$ cat src/rtl/multicycle_control_unit_pkg.sv
// Shared definitions for the multicycle RV32I controller: opcodes, FSM states,
// trap causes, datapath mux encodings and the ALU operation decoder.
package multicycle_control_unit_pkg;

  typedef enum logic [6:0] {
    OP_LOAD   = 7'b0000011,
    OP_FENCE  = 7'b0001111,
    OP_OP_IMM = 7'b0010011,
    OP_AUIPC  = 7'b0010111,
    OP_STORE  = 7'b0100011,
    OP_OP     = 7'b0110011,
    OP_LUI    = 7'b0110111,
    OP_BRANCH = 7'b1100011,
    OP_JALR   = 7'b1100111,
    OP_JAL    = 7'b1101111,
    OP_SYSTEM = 7'b1110011
  } opcode_t;

  typedef enum logic [3:0] {
    S_FETCH, S_DECODE, S_MEMADR, S_MEMRD, S_MEMWB, S_MEMWR, S_EXECR, S_EXECI,
    S_ALUWB, S_BRANCH, S_JAL, S_JALR, S_UPPER, S_TRAP, S_HALT
  } mc_state_t;

  typedef enum logic [1:0] {
    TC_ECALL = 2'd0, TC_EBREAK = 2'd1, TC_ILLEGAL = 2'd2, TC_BUS = 2'd3
  } trap_cause_t;

  localparam logic [1:0] SRCA_PC = 2'd0, SRCA_OLDPC = 2'd1, SRCA_RS1 = 2'd2;
  localparam logic [1:0] SRCB_RS2 = 2'd0, SRCB_IMM = 2'd1, SRCB_FOUR = 2'd2;
  localparam logic [1:0] RES_ALUOUT = 2'd0, RES_MEMDATA = 2'd1, RES_ALU = 2'd2;
  localparam logic [2:0] IMM_I = 3'd0, IMM_S = 3'd1, IMM_B = 3'd2, IMM_J = 3'd3, IMM_U = 3'd4;

  localparam logic [4:0] ALU_ADD = 5'd0, ALU_SUB = 5'd1, ALU_SLL = 5'd2, ALU_SLT = 5'd3,
                         ALU_SLTU = 5'd4, ALU_XOR = 5'd5, ALU_SRL = 5'd6, ALU_SRA = 5'd7,
                         ALU_OR = 5'd8, ALU_AND = 5'd9, ALU_PASSB = 5'd10;

  localparam logic [1:0] ALUM_R = 2'd0, ALUM_I = 2'd1, ALUM_BR = 2'd2;

  typedef struct packed {
    logic       mem_req;
    logic       mem_write;
    logic       adr_src;
    logic       pc_write;
    logic       reg_write;
    logic [1:0] src_a;
    logic [1:0] alu_src_b;
    logic [1:0] result_src;
    logic [2:0] imm_src;
    logic [4:0] alu_control;
    logic       trap;
    logic       halted;
  } ctrl_t;

  localparam ctrl_t CTRL_IDLE = '0;

  // Branches only need a compare, so SUB for (in)equality and SLT/SLTU for ordering.
  function automatic logic [4:0] alu_decode(input logic [1:0] mode, input logic [2:0] f3,
                                            input logic f7);
    logic [4:0] op;
    op = ALU_ADD;
    if (mode == ALUM_BR) begin
      case (f3)
        3'b100, 3'b101: op = ALU_SLT;
        3'b110, 3'b111: op = ALU_SLTU;
        default:        op = ALU_SUB;
      endcase
    end else begin
      case (f3)
        3'b000:  op = (mode == ALUM_R && f7) ? ALU_SUB : ALU_ADD;
        3'b001:  op = ALU_SLL;
        3'b010:  op = ALU_SLT;
        3'b011:  op = ALU_SLTU;
        3'b100:  op = ALU_XOR;
        3'b101:  op = f7 ? ALU_SRA : ALU_SRL;
        3'b110:  op = ALU_OR;
        3'b111:  op = ALU_AND;
        default: op = ALU_ADD;
      endcase
    end
    return op;
  endfunction

endpackage

$ cat src/rtl/multicycle_control_unit_branch_eval.sv
// Branch condition evaluator: funct3 plus ALU flags -> taken.
module branch_eval
  import multicycle_control_unit_pkg::*;
(
  input  logic [2:0] funct3,
  input  logic       zero,
  input  logic       lt,
  output logic       taken
);

  // Decode funct3 against the ALU zero / less-than flags
  always_comb begin
    taken = 1'b0;
    case (funct3)
      3'b000:         taken = zero;
      3'b001:         taken = ~zero;
      3'b100, 3'b110: taken = lt;
      3'b101, 3'b111: taken = ~lt;
      default:        taken = 1'b0;
    endcase
  end

endmodule

$ cat src/rtl/multicycle_control_unit.sv
// Multicycle RV32I controller with memory handshake, bus timeout and trap/halt.
// Datapath controls are registered from the next state; fetch/branch PC enables are Mealy.
module multicycle_control_unit
  import multicycle_control_unit_pkg::*;
#(
  parameter int MEM_TIMEOUT    = 16,
  parameter bit HALT_ON_EBREAK = 1'b1,
  parameter int CNT_W          = $clog2(MEM_TIMEOUT + 1)
) (
  input  logic        clk,
  input  logic        reset,
  input  logic [6:0]  opcode,
  input  logic [2:0]  funct3,
  input  logic        funct7,
  input  logic [11:0] funct12,
  input  logic        ZeroFlag,
  input  logic        LessThanFlag,
  input  logic        MemReady,
  output logic        MemReq,
  output logic        MemWrite,
  output logic        AdrSrc,
  output logic        IRWrite,
  output logic        PCWrite,
  output logic        RegWrite,
  output logic [1:0]  SrcA,
  output logic [1:0]  ALUSrcB,
  output logic [1:0]  ResultSrc,
  output logic [2:0]  ImmSrc,
  output logic [4:0]  ALUControl,
  output logic        Trap,
  output logic [1:0]  TrapCause,
  output logic        Halted
);

  localparam int CW = (CNT_W < 1) ? 1 : CNT_W;
  localparam logic [CW-1:0] TO_LAST = CW'(MEM_TIMEOUT - 1);

  mc_state_t   state_r, state_n_s;
  trap_cause_t cause_r, cause_n_s;
  ctrl_t       ctrl_r;
  logic [CW-1:0] cnt_r;
  logic taken_s, mem_done_s, mem_wait_s, timeout_s, irwrite_s;

  branch_eval u_branch_eval (
    .funct3 (funct3),
    .zero   (ZeroFlag),
    .lt     (LessThanFlag),
    .taken  (taken_s)
  );

  // A handshake only counts while our registered request is up
  assign mem_done_s = ctrl_r.mem_req & MemReady;
  assign mem_wait_s = ctrl_r.mem_req & ~MemReady;
  assign timeout_s  = (MEM_TIMEOUT != 0) && mem_wait_s && (cnt_r == TO_LAST);

  function automatic ctrl_t decode_ctrl(input mc_state_t st, input logic [6:0] op,
                                        input logic [2:0] f3, input logic f7);
    ctrl_t c;
    c = CTRL_IDLE;
    case (st)
      S_FETCH:  begin c.mem_req = 1'b1; c.src_a = SRCA_PC; c.alu_src_b = SRCB_FOUR; c.result_src = RES_ALU; end
      S_DECODE: begin c.src_a = SRCA_OLDPC; c.alu_src_b = SRCB_IMM; c.imm_src = IMM_B; end
      S_MEMADR: begin
        c.src_a = SRCA_RS1; c.alu_src_b = SRCB_IMM;
        c.imm_src = (op == OP_STORE) ? IMM_S : IMM_I;
      end
      S_MEMRD:  begin c.mem_req = 1'b1; c.adr_src = 1'b1; end
      S_MEMWB:  begin c.reg_write = 1'b1; c.result_src = RES_MEMDATA; end
      S_MEMWR:  begin c.mem_req = 1'b1; c.mem_write = 1'b1; c.adr_src = 1'b1; end
      S_EXECR:  begin c.src_a = SRCA_RS1; c.alu_src_b = SRCB_RS2; c.alu_control = alu_decode(ALUM_R, f3, f7); end
      S_EXECI:  begin
        c.src_a = SRCA_RS1; c.alu_src_b = SRCB_IMM; c.imm_src = IMM_I;
        c.alu_control = alu_decode(ALUM_I, f3, f7);
      end
      S_UPPER:  begin
        c.src_a = SRCA_OLDPC; c.alu_src_b = SRCB_IMM; c.imm_src = IMM_U;
        c.alu_control = (op == OP_LUI) ? ALU_PASSB : ALU_ADD;
      end
      S_BRANCH: begin c.src_a = SRCA_RS1; c.alu_src_b = SRCB_RS2; c.alu_control = alu_decode(ALUM_BR, f3, f7); end
      S_JAL:    begin c.pc_write = 1'b1; c.src_a = SRCA_OLDPC; c.alu_src_b = SRCB_IMM; c.imm_src = IMM_J; c.result_src = RES_ALU; end
      S_JALR:   begin c.pc_write = 1'b1; c.src_a = SRCA_RS1; c.alu_src_b = SRCB_IMM; c.imm_src = IMM_I; c.result_src = RES_ALU; end
      S_ALUWB:  begin
        // Jumps write the link value OldPC+4 straight from the ALU
        c.reg_write = 1'b1; c.src_a = SRCA_OLDPC; c.alu_src_b = SRCB_FOUR;
        c.result_src = (op == OP_JAL || op == OP_JALR) ? RES_ALU : RES_ALUOUT;
      end
      S_TRAP:   c.trap = 1'b1;
      S_HALT:   c.halted = 1'b1;
      default:  c = CTRL_IDLE;
    endcase
    return c;
  endfunction

  // Next-state and trap-cause selection
  always_comb begin
    state_n_s = state_r;
    cause_n_s = cause_r;
    case (state_r)
      S_FETCH, S_MEMRD, S_MEMWR: begin
        if (mem_done_s) begin
          if (state_r == S_FETCH)      state_n_s = S_DECODE;
          else if (state_r == S_MEMRD) state_n_s = S_MEMWB;
          else                         state_n_s = S_FETCH;
        end else if (timeout_s) begin
          state_n_s = S_TRAP;
          cause_n_s = TC_BUS;
        end else begin
          state_n_s = state_r;
        end
      end
      S_DECODE: begin
        case (opcode)
          OP_LOAD, OP_STORE:  state_n_s = S_MEMADR;
          OP_OP:              state_n_s = S_EXECR;
          OP_OP_IMM:          state_n_s = S_EXECI;
          OP_BRANCH:          state_n_s = S_BRANCH;
          OP_JAL:             state_n_s = S_JAL;
          OP_JALR:            state_n_s = S_JALR;
          OP_LUI, OP_AUIPC:   state_n_s = S_UPPER;
          OP_FENCE:           state_n_s = S_FETCH;
          OP_SYSTEM: begin
            if (funct3 == 3'd0 && funct12 == 12'd0) begin
              state_n_s = S_TRAP;
              cause_n_s = TC_ECALL;
            end else if (funct3 == 3'd0 && funct12 == 12'd1) begin
              if (HALT_ON_EBREAK) begin
                state_n_s = S_HALT;
              end else begin
                state_n_s = S_TRAP;
                cause_n_s = TC_EBREAK;
              end
            end else begin
              state_n_s = S_TRAP;
              cause_n_s = TC_ILLEGAL;
            end
          end
          default: begin
            state_n_s = S_TRAP;
            cause_n_s = TC_ILLEGAL;
          end
        endcase
      end
      S_MEMADR: state_n_s = (opcode == OP_STORE) ? S_MEMWR : S_MEMRD;
      S_EXECR, S_EXECI, S_UPPER, S_JAL, S_JALR: state_n_s = S_ALUWB;
      S_MEMWB, S_ALUWB, S_BRANCH, S_TRAP:       state_n_s = S_FETCH;
      S_HALT:   state_n_s = S_HALT;
      default:  state_n_s = S_FETCH;
    endcase
  end

  // State, wait counter, trap cause and registered control outputs
  always_ff @(posedge clk) begin
    if (reset) begin
      state_r <= S_FETCH;
      cause_r <= TC_ECALL;
      cnt_r   <= '0;
      ctrl_r  <= CTRL_IDLE;
    end else begin
      state_r <= state_n_s;
      cause_r <= cause_n_s;
      ctrl_r  <= decode_ctrl(state_n_s, opcode, funct3, funct7);
      if (state_n_s != state_r) cnt_r <= '0;
      else if (mem_wait_s)      cnt_r <= cnt_r + CW'(1);
      else                      cnt_r <= cnt_r;
    end
  end

  assign irwrite_s  = (state_r == S_FETCH) & mem_done_s;
  assign IRWrite    = irwrite_s;
  assign PCWrite    = irwrite_s | ctrl_r.pc_write | ((state_r == S_BRANCH) & taken_s);
  assign MemReq     = ctrl_r.mem_req;
  assign MemWrite   = ctrl_r.mem_write;
  assign AdrSrc     = ctrl_r.adr_src;
  assign RegWrite   = ctrl_r.reg_write;
  assign SrcA       = ctrl_r.src_a;
  assign ALUSrcB    = ctrl_r.alu_src_b;
  assign ResultSrc  = ctrl_r.result_src;
  assign ImmSrc     = ctrl_r.imm_src;
  assign ALUControl = ctrl_r.alu_control;
  assign Trap       = ctrl_r.trap;
  assign TrapCause  = cause_r;
  assign Halted     = ctrl_r.halted;

endmodule

$ cat config.mk
export PLATFORM = sky130hd
export DESIGN_NAME = multicycle_control_unit
export DESIGN_NICKNAME = d
export VERILOG_FILES = /design/src/rtl/multicycle_control_unit_pkg.sv /design/src/rtl/multicycle_control_unit_branch_eval.sv /design/src/rtl/multicycle_control_unit.sv
export SDC_FILE = /design/constraint.sdc
export NUM_CORES = 1
export LEC_CHECK = 0
export ABC_CLOCK_PERIOD_IN_PS = 2800
export CORE_ASPECT_RATIO = 1.75
export CORE_MARGIN = 2
export CORE_UTILIZATION = 49
export CTS_CLUSTER_SIZE = 10
export DETAILED_ROUTE_END_ITERATION = 8
export PLACE_DENSITY = 0.8
export SLEW_MARGIN = 20
export SYNTH_ARGS = -nofsm -noshare
export SYNTH_HDL_FRONTEND = slang
export SYNTH_SLANG_ARGS = --single-unit
$ cat constraint.sdc
create_clock -name clk -period 2.8 [get_ports clk]
set_input_delay 0.42 -clock clk [delete_from_list [all_inputs] [get_ports clk]]
set_output_delay 0.42 -clock clk [all_outputs]
set_load 0.02 [all_outputs]
* After elaboration in Yosys (flattened, before gate mapping) *
Index checks and enable logic that the tools add are counted.

word-level totals
  flip-flop bits (word level) = 32
  input bits = 28
  output and inout port bits = 24
  word-level logic and storage cells = 138

cells by class
  $add $sub $neg = 1
  eq/ne operators = 50
  muxes and demuxes = 35
  bitwise operators = 9
  reductions and logical operators = 28

operator list
  kind                                            count
  case mux 5 bit (8 select lines)                 2
  == test 4 bit, second input constant            12
  case mux 4 bit (5 select lines)                 2
  case mux 4 bit (9 select lines)                 1
  == test 4 x 3 -> 1 bit, second input constant   7
  == test 7 bit, second input constant            4
  OR reduction 2 bit                              11
  == test 7 x 6 -> 1 bit, second input constant   3
  case mux 5 bit (4 select lines)                 1
  == test 4 x 2 -> 1 bit, second input constant   4
  OR reduction 3 bit                              5
  == test 7 x 5 -> 1 bit, second input constant   2
  two-way mux 2 bit                               7
  == test 12 x 1 -> 1 bit, second input constant  1
  == test 3 bit, second input constant            4
  zero test 12 bit                                1
  two-way mux 4 bit                               3
  case mux 3 bit (4 select lines)                 1
  two-way mux 1 bit                               10
  OR reduction 10 bit                             1
  two-way mux 3 bit                               3
  == test 4 x 1 -> 1 bit, second input constant   2
  zero test 4 bit                                 2
  case mux 2 bit (2 select lines)                 2
  other kinds (21)                                32

* Depth between registers and ports, before layout *
  depth after elaboration = 9
  depth in mapped cells = 11
  gate-level depth less buffers = 10

* Hierarchy *
Synthesis repeated with hierarchy kept, for this count alone.

unflattened totals
  cell total of the unflattened synthesis = 253
  area total of the unflattened synthesis = 2,040.7 um^2

modules (own cells, without submodules)
  module                   times used  cells each  area each (um^2)  seq. area each (um^2)
  multicycle_control_unit  1           248         2,004.4           620.6
  branch_eval              1           5           36.3              0.0

* Worst setup path after synthesis *
Ideal clock, no wire load.

  path type = reg-to-reg
  from = register cnt_r[0]
  to = register ctrl_r, in the netlist ImmSrc[1]
  library setup time = 0.063 ns
  arrival time = 2.465 ns
  data required time = 2.737 ns
  setup slack = 0.271 ns
  cell stages (with the launch flop) = 12
  path buffers = 1
  clock period less this slack = 2.529 ns
  path through = dfxtp_1 ha_1 and3_1 ha_1 nand3b_1 or3_1 a21oi_1 or4_4 buf_6 or3_4 o21a_1 nor2_2

between the ends
  longest elaborated chain between the ends = 7
  elaborated cells on any way between the ends = 10
  those cells by class = eq/ne: 5; mux: 4; reduce/logical: 1

RTL lines
  element                                line                            source
  start: declaration                     multicycle_control_unit.sv:41   logic [CW-1:0] cnt_r;
  start signal: assignment               multicycle_control_unit.sv:163  else if (mem_wait_s) cnt_r <= cnt_r + CW'(1);
  start signal: assignment               multicycle_control_unit.sv:164  else cnt_r <= cnt_r;
  == test 5 x 4 -> 1 bit *               multicycle_control_unit.sv:54   assign timeout_s = (MEM_TIMEOUT != 0) && mem_wait_s && (cnt_r == TO_LAST);
  logical AND 1 bit *                    multicycle_control_unit.sv:54
  two-way mux 4 bit *                    multicycle_control_unit.sv:104  end else if (timeout_s) begin
  two-way mux 4 bit *                    multicycle_control_unit.sv:100  if (mem_done_s) begin
  case mux 4 bit (5 select lines) *      multicycle_control_unit.sv:98   case (state_r)
  == test 4 bit (tied with other cells)  multicycle_control_unit.sv:60   case (st)
  case mux 3 bit (4 select lines) *      multicycle_control_unit.sv:60
  end signal: assignment                 multicycle_control_unit.sv:161  ctrl_r <= decode_ctrl(state_n_s, opcode, funct3, funct7);
  end: declaration                       multicycle_control_unit.sv:40   ctrl_t ctrl_r;

Mark *: on every way between the ends. The rest lies on a longest branch, timed or not.
A chain may end at the register's enable or synchronous reset.

* Final worst setup path *
  from = register cnt_r[0]
  to = register ctrl_r, in the netlist ALUControl[1]

between the ends
  longest elaborated chain between the ends = 7
  elaborated cells on any way between the ends = 10
  those cells by class = eq/ne: 5; mux: 4; reduce/logical: 1

RTL lines
  element                                                         line
  == test 5 x 4 -> 1 bit *                                        multicycle_control_unit.sv:54
  logical AND 1 bit *                                             multicycle_control_unit.sv:54
  two-way mux 4 bit *                                             multicycle_control_unit.sv:104
  two-way mux 4 bit *                                             multicycle_control_unit.sv:100
  case mux 4 bit (5 select lines) *                               multicycle_control_unit.sv:98
  == test 4 bit / == test 4 x 3 -> 1 bit (equally long branches)  multicycle_control_unit.sv:60
  case mux 5 bit (4 select lines) *                               multicycle_control_unit.sv:60

Marks and branches as above.

==> results_dict.tcl <==
set metrics [dict create \
    fin_tns_setup_ns 0 \
    cp-start-kind "flip-flop" \
    drive_gt1_share_pct 16.7 \
    post-cts-setup-buffer-count 0 \
    crit_type "flip-flop to flip-flop" \
    power_density_mw_per_mm2 718 \
    yosys.area_share.simple_pct 31.7 \
    die_area_mm2 0.00477 \
    ioPinCount 52 \
    holdWs_ns 0.501 \
    clockBufferDepth 2 \
    grt_use_total_pct 25.4 \
    clk_pin_slew_worst_paths_ns 0.06 \
    r2r_slack_ns 0.14 \
    syn-instance-count 262 \
    ys_ff_latch 31 \
    crit_fanout 8 \
    startpoint "cnt_r[0]$_SDFFE_PP0P_" \
    cts_buffers 5 \
    wl_per_cell_um 15.1 \
    die_y_um 89.8 \
    grt_setup_unrepaired "no" \
    worstMarginPinSlew_ns 0.520 \
    row_count 31 \
    clock_latency_ns 0.28 \
    required_ns 3.00 \
    drc 0 \
    cp_slowest_cell "dfxtp_1" \
    via_per_inst 5.88 \
    yosys_warnings 0 \
    power_leakage_nw 1.10 \
    grt_max_degree 22 \
    r2r_start "cnt_r[0]$_SDFFE_PP0P_" \
    place_congestion 0.948 \
    fp.dieW_um 53.1 \
    postRouteAntennaNets 0 \
    muxShareOfSynthArea_pct 1.46 \
    antenna_found_initial 0 \
    async_reset_ff_share_pct 0 \
    status "finished clean" \
    finalCritPeriodShare_pct 94.9 \
    synth_edf_count 0 \
    fin_nets 352 \
    peakVddDrop_v 0.000458 \
    max_stage_delay_ns 0.34 \
    fin_ws_ns 0.143 \
    grt_pass1_wl_mm 9.16 \
    clock_skew_ns 0.00449 \
    place_area_mm2 0.00270 \
    grt_pass1_vias 2098 \
    initial_core_util_pct 50.7 \
    power.total_mw 2.02 \
    synth_fa_ha_area_share_pct 1.21 \
    maxCapViolCount 0 \
    drt-initial-drc-count 59 \
    cts_hold_buf 0 \
    num_vias 2189 \
    layout_common_cells "49 x clkdlybuf4s50_1, 35 x buf_4, 30 x dfxtp_1" \
    cts_tree "built" \
    crit_path_cell_trace "ha_1 -> and3_1 -> ha_1 -> o21ai_1 -> nor3b_1 -> o31ai_1 -> o21a_1 -> buf_4 -> buf_4 -> nor3_1 -> o21ai_0 -> a211oi_1" \
    dp_slack_ns -0.0662 \
    dpl.hpwl_mm 4.49 \
    stdcell_area_mm2 0.00282 \
    cp-end-kind "flip-flop" \
    layout_commonest_cell "clkdlybuf4s50_1" \
    antenna_cells 0 \
    slew_headroom_pct 65.0 \
    arrival_ns 2.86 \
    synth_compound_area_share_pct 20.0 \
    dr.pass1.iters 4 \
    fmax_mhz 376 \
    syn2layout_area_growth_pct 36.5 \
    port_buffers 50 \
    finalSetupViolations 0 \
    totalWireLength_mm 5.62 \
    ys_types 62 \
    grt_overflow_total 0 \
    period_minus_slack_ns 2.66 \
    h-tree-depth 2 \
    fillCellCount 355 \
    synth_top_family_by_area "simple AND/OR/NAND/NOR gates" \
    clock-root-buffer "clkbuf_8" \
    ys.flop_type "dfxtp_1" \
    syn-num-nets 292 \
    clock_sinks 31 \
    finalMaxSlewViolations 0 \
    hold_viol_final 0 \
    synth.cell_area_mm2 0.00206 \
    core_mm2 0.00407 \
    syn_avg_cell_area_um2 7.87 \
    synth-xor-area-share_pct 4.67 \
    worstHoldStart "cnt_r[4]$_SDFFE_PP0P_" \
    seq_area_frac_synth_pct 30.1 \
    worst_hold_path_type "flip-flop to flip-flop" \
]
## flip-flops by register name (all words and copies together), names as in the netlist, 2 cells and up
name / cells
ALUControl: 4
ALUSrcB: 2
ImmSrc: 3
ResultSrc: 2
SrcA: 2
TrapCause: 2
cnt_r: 5
state_r: 4
## critical path, delay by kind of cell (launching register included)
family	cells	cell delay, ns
compound gates	5	0.82
simple gates	3	0.67
fa+ha+maj	2	0.43
flops	1	0.34
buf+inv	2	0.31
## path summary, 6_finish.rpt
check	to	cells past startpoint
max	ALUControl[1]$_SDFF_PP0_	12
min reg2reg	cnt_r[4]$_SDFFE_PP0P_	2
max reg2reg	ALUControl[1]$_SDFF_PP0_	12
min	cnt_r[4]$_SDFFE_PP0P_	2
## through the flow
step,cells,util (%)
after floorplan,262,-
after global placement,364,66.2
after detailed placement,364,66.2
after CTS,372,69.1
after global routing,372,69.2
final,372,69.2
## where the power goes
| group | switching, mW | internal, mW |
|---|---|---|
| Combinational | 0.529 | 0.470 |
| Clock | 0.168 | 0.288 |
| Sequential | 0.0562 | 0.512 |
## per-layer routing
layer | wire length (µm) | global-route usage [%] | vias up
met1 | 1990 | 24.5 | 1004
met4 | 424 | 18.4 | 0
li1 | - | - | 1066
met5 | 0 | 0 | -
met3 | 256 | 4.65 | 35
met2 | 2950 | 44.8 | 84
## cell usage after synthesis (2+ instances only)
master / count / area share [%]
nor4_1: 5 / 1.5
o31ai_1: 2 / 0.73
a32o_1: 2 / 0.97
xnor2_1: 6 / 2.5
dfxtp_1: 31 / 30
clkbuf_1: 9 / 1.6
nor3_1: 14 / 3.4
inv_1: 8 / 1.5
o21a_1: 3 / 1.1
buf_4: 15 / 5.5
a211oi_1: 8 / 2.9
and3_1: 5 / 1.5
o31a_1: 2 / 0.85
nor2b_1: 4 / 1.2
a31oi_1: 5 / 1.5
nor4b_1: 2 / 0.85
or3_1: 6 / 1.8
nor3b_1: 3 / 1.1
nand2_1: 19 / 3.5
o21ai_0: 8 / 1.9
a21oi_1: 11 / 2.7
a21boi_0: 2 / 0.73
and4_1: 2 / 0.85
ha_1: 2 / 1.2
nand4_1: 4 / 1.2
nand2b_1: 5 / 1.5
nand4b_1: 2 / 0.85
and2_1: 2 / 0.61
a2bb2oi_1: 2 / 0.85
buf_2: 7 / 1.7
xor2_1: 5 / 2.1
mux2i_1: 3 / 1.5
nand3_1: 9 / 2.2
nor2_1: 21 / 3.8
## final cells by class
type | count | area [µm²] | share of cell area, %
flip-flops and latches | 31 | 622 | 22.1
clock inverters | 2 | 35.0 | 1.24
well taps | 49 | 61.3 | 2.18
multi-input cells | 191 | 1220 | 43.3
repair buffers | 85 | 766 | 27.2
clock buffers | 6 | 82.6 | 2.93
inverters | 8 | 30.0 | 1.07
## cell families after synthesis
kind of cell,Yosys count
AOI/OAI and AO/OA,58
other,1
buffers and inverters,40
muxes,3
xor gates and xnor gates,11
adders and majority gates,2
DFF,31
and+or+nand+nor,116
## repair_timing
| item | in CTS | in global routing |
|---|---|---|
| endpoints found under the setup margin | 1 | 7 |
| resized for setup | 1 | 2 |
| pin swaps | 0 | 0 |
Note: power is estimated with default switching activity, not from simulation.
